==> config.mk <==
export PLATFORM = sky130hd
export DESIGN_NAME = uart_tx_serializer
export DESIGN_NICKNAME = d
export VERILOG_FILES = /design/src/rtl/uart_tx_serializer.sv
export SDC_FILE = /design/constraint.sdc
export NUM_CORES = 1
export LEC_CHECK = 0
export CAP_MARGIN = 15
export CORE_UTILIZATION = 50
export DETAILED_ROUTE_END_ITERATION = 10
export PLACE_DENSITY = 0.72
export SLEW_MARGIN = 20
export SYNTH_ARGS = -nofsm -noshare
export SYNTH_HDL_FRONTEND = slang
export SYNTH_SLANG_ARGS = --single-unit
==> constraint.sdc <==
create_clock -name clk -period 4.1 [get_ports clk]
set_clock_uncertainty 0.15 [all_clocks]
set_input_delay 0.82 -clock clk [delete_from_list [all_inputs] [get_ports clk]]
set_output_delay 0.82 -clock clk [all_outputs]
set_load 0.02 [all_outputs]
==> src/rtl/uart_tx_serializer.sv <==
// -----------------------------------------------------------------------------
// uart_tx_serializer
//
// Read-side consumer of the TX byte FIFO. Pops one byte at a time from a
// registered-read FIFO and shifts it out on txd as a UART frame:
// start bit, 8 data bits LSB first, optional parity bit, 1 or 2 stop bits.
// New frames are started only while cts_n is low; a frame in flight always
// completes.
//
// Optional feature macro: UART_TX_PARITY_EN
//   defined   -> parity_odd input and a parity bit after the data bits
//                (even parity when parity_odd=0, odd when parity_odd=1)
//   undefined -> 8N1 / 8N2 frames, no parity_odd port
//
// Parameters:
//   CLKS_PER_BIT  clk cycles per UART bit (2..65535)
//   STOP_BITS     number of stop bits (1 or 2)
//
// Ports:
//   clk           system clock
//   rst           asynchronous active-high reset
//   fifo_empty    TX FIFO empty flag
//   fifo_rd_data  TX FIFO read data, valid the cycle after fifo_rd_en
//   fifo_rd_en    single-cycle pop strobe to the TX FIFO
//   cts_n         clear-to-send (active low, already synchronized)
//   parity_odd    parity sense, quasi-static (UART_TX_PARITY_EN only)
//   txd           UART serial output, idle high
//   busy          high in every state except IDLE
//   frame_done    one-cycle pulse on the last clk of the final stop bit
//
// State table:
//   state   | meaning
//   --------+-----------------------------------------------------------
//   IDLE    | line at mark, waiting for a byte and cts_n low
//   FETCH   | pop strobe to the FIFO for one cycle
//   LOAD    | FIFO data valid, capture into the shift register
//   START   | start bit (txd low) for one bit time
//   DATA    | 8 data bits, LSB first
//   PARITY  | parity bit (only with UART_TX_PARITY_EN)
//   STOP    | stop bit(s), txd high; frame_done on the final cycle
// -----------------------------------------------------------------------------
module uart_tx_serializer #(
  parameter int CLKS_PER_BIT = 868,
  parameter int STOP_BITS    = 1
) (
  input  logic       clk,
  input  logic       rst,
  input  logic       fifo_empty,
  input  logic [7:0] fifo_rd_data,
  output logic       fifo_rd_en,
  input  logic       cts_n,
`ifdef UART_TX_PARITY_EN
  input  logic       parity_odd,
`endif
  output logic       txd,
  output logic       busy,
  output logic       frame_done
);

  localparam int BAUD_W = (CLKS_PER_BIT > 1) ? $clog2(CLKS_PER_BIT) : 1;
  localparam logic [BAUD_W-1:0] BAUD_LAST = BAUD_W'(CLKS_PER_BIT - 1);
  localparam logic [2:0] STOP_LAST = 3'(STOP_BITS - 1);

  typedef enum logic [2:0] {
    S_IDLE   = 3'd0,
    S_FETCH  = 3'd1,
    S_LOAD   = 3'd2,
    S_START  = 3'd3,
    S_DATA   = 3'd4,
`ifdef UART_TX_PARITY_EN
    S_PARITY = 3'd5,
`endif
    S_STOP   = 3'd6
  } state_t;

  state_t            state_q, state_d;
  logic [7:0]        shift_q, shift_d;
  logic [BAUD_W-1:0] baud_q,  baud_d;
  logic [2:0]        bit_q,   bit_d;
  logic              txd_q,   txd_d;
  logic              baud_last;
`ifdef UART_TX_PARITY_EN
  logic              par_q,   par_d;
`endif

  assign baud_last = (baud_q == BAUD_LAST);
  assign txd       = txd_q;
  assign busy      = (state_q != S_IDLE);

  // State register
  always_ff @(posedge clk or posedge rst) begin
    if (rst) begin
      state_q <= S_IDLE;
    end else begin
      state_q <= state_d;
    end
  end

  // Datapath registers. txd is registered from the next-state decode so the
  // pin changes on the same edge the state does, with no path from inputs.
  always_ff @(posedge clk or posedge rst) begin
    if (rst) begin
      shift_q <= '0;
      baud_q  <= '0;
      bit_q   <= '0;
      txd_q   <= 1'b1;
`ifdef UART_TX_PARITY_EN
      par_q   <= 1'b0;
`endif
    end else begin
      shift_q <= shift_d;
      baud_q  <= baud_d;
      bit_q   <= bit_d;
      txd_q   <= txd_d;
`ifdef UART_TX_PARITY_EN
      par_q   <= par_d;
`endif
    end
  end

  // Next-state and outputs
  always_comb begin
    state_d    = state_q;
    shift_d    = shift_q;
    baud_d     = baud_q;
    bit_d      = bit_q;
    txd_d      = txd_q;
    fifo_rd_en = 1'b0;
    frame_done = 1'b0;
`ifdef UART_TX_PARITY_EN
    par_d      = par_q;
`endif

    case (state_q)
      S_IDLE: begin
        txd_d = 1'b1;
        if (!fifo_empty && !cts_n) begin
          state_d = S_FETCH;
        end
      end

      S_FETCH: begin
        // IDLE already saw a byte and nothing else pops this FIFO, so the
        // empty gate is only a guard against underflow.
        if (!fifo_empty) begin
          fifo_rd_en = 1'b1;
          state_d    = S_LOAD;
        end else begin
          state_d    = S_IDLE;
        end
      end

      S_LOAD: begin
        shift_d = fifo_rd_data;
        baud_d  = '0;
        bit_d   = '0;
        txd_d   = 1'b0;
        state_d = S_START;
`ifdef UART_TX_PARITY_EN
        // Latched now because the shift register is consumed by DATA.
        par_d   = (^fifo_rd_data) ^ parity_odd;
`endif
      end

      S_START: begin
        if (baud_last) begin
          baud_d  = '0;
          txd_d   = shift_q[0];
          state_d = S_DATA;
        end else begin
          baud_d  = baud_q + 1'b1;
        end
      end

      S_DATA: begin
        if (baud_last) begin
          baud_d  = '0;
          shift_d = {1'b0, shift_q[7:1]};
          bit_d   = bit_q + 3'd1;
          if (bit_q == 3'd7) begin
`ifdef UART_TX_PARITY_EN
            txd_d   = par_q;
            state_d = S_PARITY;
`else
            txd_d   = 1'b1;
            state_d = S_STOP;
`endif
          end else begin
            txd_d   = shift_q[1];
          end
        end else begin
          baud_d  = baud_q + 1'b1;
        end
      end

`ifdef UART_TX_PARITY_EN
      S_PARITY: begin
        if (baud_last) begin
          baud_d  = '0;
          txd_d   = 1'b1;
          state_d = S_STOP;
        end else begin
          baud_d  = baud_q + 1'b1;
        end
      end
`endif

      S_STOP: begin
        // bit_cnt re-used to count stop bits; it is 0 on entry.
        if (baud_last) begin
          baud_d = '0;
          if (bit_q == STOP_LAST) begin
            bit_d      = '0;
            frame_done = 1'b1;
            txd_d      = 1'b1;
            state_d    = S_IDLE;
          end else begin
            bit_d      = bit_q + 3'd1;
          end
        end else begin
          baud_d = baud_q + 1'b1;
        end
      end

      default: begin
        txd_d   = 1'b1;
        state_d = S_IDLE;
      end
    endcase
  end

endmodule

## Word level (Yosys, flattened, before mapping)

Cells that the tools add are included.

| cells by class | value |
|---|---|
| add/subtract/negate cells | 2 |
| eq/ne operators | 13 |
| mux-type cells | 27 |
| bitwise gates (word level) | 1 |
| reduce and logical (&&, ||, !) cells | 14 |

Operators with widths:

| kind | number |
|---|---|
| 3-bit two-way mux | 9 |
| 10-bit one-hot mux with 2 select lines | 1 |
| 3-bit one-hot mux with 6 select lines | 1 |
| 8-bit one-hot mux with 2 select lines | 1 |
| 2-bit inequality test (second input constant) | 6 |
| 10-bit by 1-bit adder with 10-bit output (second input constant) | 1 |
| 10-bit == test (second input constant) | 1 |
| 1-bit two-way mux | 10 |
| 10-bit two-way mux | 1 |
| 3-bit == test (second input constant) | 3 |
| 3-bit one-hot mux with 3 select lines | 1 |
| 8-bit two-way mux | 1 |
| 3-bit by 2-bit == test with 1-bit output (second input constant) | 2 |
| 3-bit logical NOT | 2 |
| 6-bit AND reduction | 1 |
| 3-bit nonzero test | 2 |
| 1-bit one-hot mux with 5 select lines | 1 |
| 5-bit AND reduction | 1 |
| 2-bit nonzero test | 2 |
| 3-bit by 1-bit adder with 3-bit output (second input constant) | 1 |
| 3-bit by 1-bit == test with 1-bit output (second input constant) | 1 |
| 3-bit AND reduction | 1 |
| 3-bit OR reduction | 1 |
| 1-bit logical NOT | 2 |
| other kinds (4) | 4 |

| storage, ports and cells | value |
|---|---|
| register bits | 25 |
| output and inout port bits | 4 |

## Logic depth before layout (Yosys ltp)

| logic depth | value |
|---|---|
| depth after elaboration | 4 |
| mapped depth | 7 |
| depth with buffers taken out | 6 |

## Least setup slack after synthesis

No wires, ideal clock.

| path | value |
|---|---|
| path kind | register to output |
| from | register bit_q[0] |
| to | output frame_done |
| arrival time | 1.501 ns |
| data required time | 3.130 ns |
| path slack | 1.629 ns |
| cell stages (with the launch flop) | 7 |
| path buffers | 1 |
| path through | dfrtp_1 inv_1 ha_1 nand2b_1 or2_2 clkbuf_1 nor3_1 |

| between the ends | value |
|---|---|
| longest elaborated chain between the ends | 4 |

Ends and longest elaborated chain:

| item | line | text |
|---|---|---|
| from (decl) | 79 | `logic [2:0] bit_q, bit_d;` |
| from (signal assigned) | 113 | `bit_q <= bit_d;` |
| 3-bit logical NOT | 212 | `if (bit_q == STOP_LAST) begin` |
| 1-bit two-way mux | 212 |  |
| 1-bit two-way mux | 210 | `if (baud_last) begin` |
| 1-bit two-way mux | 134 | `case (state_q)` |
| to (decl) | 57 | `output logic frame_done` |

No other way between the ends.

## Worst setup path after layout

| path | value |
|---|---|
| from | register baud_q[0] |
| to | output frame_done |

| between the ends | value |
|---|---|
| longest elaborated chain between the ends | 3 |

Ends and longest elaborated chain:

| item | line | text |
|---|---|---|
| from (decl) | 78 | `logic [BAUD_W-1:0] baud_q, baud_d;` |
| from (signal assigned) | 112 | `baud_q <= baud_d;` |
| 10-bit == test | 86 | `assign baud_last = (baud_q == BAUD_LAST);` |
| 1-bit two-way mux | 210 |  |
| 1-bit two-way mux | 134 |  |

No other way between the ends.

==> metrics.csv <==
stage,metric,value,unit
setup_path,worst path arrival time,2.24,ns
floorplanning,die width,57.4,um
synth,Syn Nets,171,
layout,nets,182,
timing,"Period Utilization, post-route",78.4,%
synth,Syn. warnings,0,
drt,met2 wire len,1540,um
timing,fmax,0.311,GHz
floorplanning,Die Y,57.4,um
clock_network,post-cts resize count,0,
global_routing,global-route usage over all layers,19.9,%
setup_path,crit path kind,flip-flop to output port,
clock_network,CTS Buf Count,3,
layout,Layout area overhead,10.6,%
setup_path,FF-to-FF setup slack,1.57,ns
drt,1st-pass router iterations,7,
timing,Pins Over Slew Limit,0,
synth,Cells after Synth,155,
setup_path,Stages on worst setup path,5,
run,max-cap viol count,0,
timing,Setup TNS Final,0,ns
min_path,hold_sp,baud_q[5],
setup_path,CP max stage delay,0.63,ns
drt,met1 wire length,1360,um
clock_network,# hold bufs at CTS,0,
pwr,power per cell area,230,nW/um2
floorplanning,Core Region,2830,um2
placement,GPL Wtd Cong,0.801,
pwr,peak supply drop,112,uV
drt,Top Layer Used,met4,
drt,DR iter-0 viols,46,
clock_network,root buf cell,clkbuf_4,
setup_path,WP buf/inv,1,
clock_network,clock latency on the worst-skew pair,0.32,ns
global_routing,GRT overflow,0,
pwr,Leak,0.764,nW
min_path,worst hold path class,flip-flop to flip-flop,
setup_path,crit path launch type,flip-flop,
setup_path,Critical Path RT,3.13,ns
setup_path,crit path from,baud_q[0],
min_path,Hold Path Sink,baud_q[5],
clock_network,Sink Count,25,
drt,post-route DRC violation count,2,
timing,"Hold Violations, Final",0,
layout,Layout Cells excl Fill,196,
timing,unrepaired setup endpoints after global routing,no,
layout,layout cells sized above 1,13.9,%
drt,total vias in the final route,1198,
synth,"FF+latch count, synth",25,
clock_network,Post-CTS Setup Inserts,0,
timing,Final Critical Period,3.21,ns
global_routing,first-pass GRT wire length,5090,um
setup_path,CP Cell Sequence,"ha_1, nor4b_4, nand4_1, nor3_1, clkdlybuf4s50_1",
min_path,hold path depth,1,
clock_network,clk buf depth,2,
global_routing,pin count of the biggest net entering global routing,26,
timing,slew margin rel.,36.9,%
synth,Async SR Flop Fraction,100,%
synth,post-synthesis cell area,1530,um2
outcome,status,finished with violations,
layout,antenna cells,0,
setup_path,Crit. End Element,output port,
global_routing,antenna violations before repair,0,
synth,average size of a mapped cell,9.89,um2
setup_path,CP Max Fanout,5,
drt,WL met3,86,um
synth,synth unique cells,43,
setup_path,Top delay family on crit path,buffers and inverters,
clock_network,Clock transition at path regs,0.13,ns
synth,Post-synth EDFFs,0,
clock_network,CTS tree,built,
placement,IO buf count,15,
timing,Slew @ Worst Pin,0.946,ns
global_routing,vias in the first global route,1126,
placement,Placed Cells,192,
floorplanning,die area,3290,um2
timing,final setup fails,0,
placement,HPWL Detailed,2190,um
floorplanning,initial cell density of the core,54.2,%
drt,final wirelength,3040,um
drt,post-detailed-route count of antenna-violating nets,0,
synth,Post-synth top flop,dfrtp_1,
floorplanning,Rows,19,
setup_path,origin of the critical flop-to-flop path,baud_q[0],
outcome,violated checks,design-rule violations,
drt,Via density,6.11,
clock_network,H-tree depth,1,
floorplanning,Ports,16,
setup_path,reg2reg end,shift_q[4],
drt,DR WL/cell,15.5,um
setup_path,"Max stage delay cell, worst path",clkdlybuf4s50_1,
setup_path,r2r worst-path depth,5,
synth,post-synthesis sequential area ratio,40.9,%
==> registers in the layout, summed over array words and instances, names as in the netlist <==
name	count
shift_q	8
bit_q	3
state_q	3
txd	1
baud_q	10
==> through the flow <==
stage          power, mW  cell area (um2)  worst slack [ns]  hold slack [ns]  utilization [%]
2_1_floorplan      0.271             1530              1.63            0.307                -
4_1_cts            0.395             1700             0.880            0.366             59.9
5_1_grt            0.407             1700             0.744            0.391             59.9
3_3_place_gp       0.283             1670              1.11            0.336             59.0
3_5_place_dp       0.285             1670              1.05            0.343             59.0
6_report           0.390             1700             0.887            0.365             59.9
==> worst max-delay path by stage <==
stage | endpoint | slack (ns)
finish | frame_done | 0.89
global route | frame_done | 0.74
CTS | frame_done | 0.88
detailed placement | fifo_rd_en | 1.05
global placement | fifo_rd_en | 1.11
floorplan | frame_done | 1.63
==> worst register-to-register path, delay by kind of cell (launching register included) <==
kind | cells | cell delay, ns
compound gates | 1 | 0.55
mux | 1 | 0.35
fa+ha+maj | 1 | 0.26
flops | 1 | 0.42
simple gates | 2 | 0.70
==> area by class of cell <==
| cell class | count | area, um2 |
|---|---|---|
| clock buffers | 3 | 22.5 |
| inverters | 10 | 37.5 |
| flip-flops and latches | 25 | 627 |
| repair buffers | 15 | 150 |
| well taps | 31 | 38.8 |
| multi-input cells | 111 | 815 |
| clock inverters | 1 | 5.00 |
| fillers | 246 | 1130 |
==> report_power, final <==
group,leakage [nW],internal [mW],switching [mW]
logic,0.445,0.0172,0.00906
registers,0.302,0.251,0.00246
clock network,0.0177,0.0366,0.0739
==> synth_stat cells, types with 4 or more instances <==
cell type / n / area [um2]
dfrtp_1: 24 / 601
a31oi_1: 9 / 56.3
ha_1: 4 / 50.1
nand4_1: 4 / 25.0
nor2_1: 4 / 15.0
mux2_4: 7 / 105
nand2_1: 12 / 45.0
and3_1: 4 / 25.0
mux2_2: 8 / 90.1
buf_2: 4 / 20.0
inv_1: 10 / 37.5
nand3_1: 11 / 55.1
a21oi_1: 6 / 30.0
o21ai_0: 7 / 35.0
==> layer usage <==
layer  track usage, %  vias to the layer above
met4             6.27                        0
met3             2.04                        5
met1             26.4                      579
met2             34.2                       20
li1                 -                      594
met5                0                        -
==> layout by cell type, fill, tap and decap left out, types with 2 or more instances in the layout <==
master	netlist	final
dfrtp_1	24	24
clkdlybuf4s50_1	0	15
nand2_1	12	12
nand3_1	11	11
inv_1	10	10
a31oi_1	9	9
mux2_2	8	8
o21ai_0	7	7
mux2_4	7	7
a21oi_1	6	6
nor2_1	4	4
and3_1	4	4
nand4_1	4	4
ha_1	4	4
nand2b_1	3	3
nor2b_1	3	3
clkbuf_4	0	3
a32o_1	2	2
o22ai_1	2	2
o211ai_1	2	2
a211oi_1	2	2
nor3_1	2	2
==> cells by family after synthesis <==
logic type,count (synthesis),synth area share [%]
buffers and inverters,19,5.96
multiplexers,16,13.4
AO/OA/AOI/OAI,38,16.3
AND/OR/NAND/NOR,53,20.2
adder cells (fa/ha/maj),4,3.27
flip-flops,25,40.9
Power figures use the tool's default switching activity.
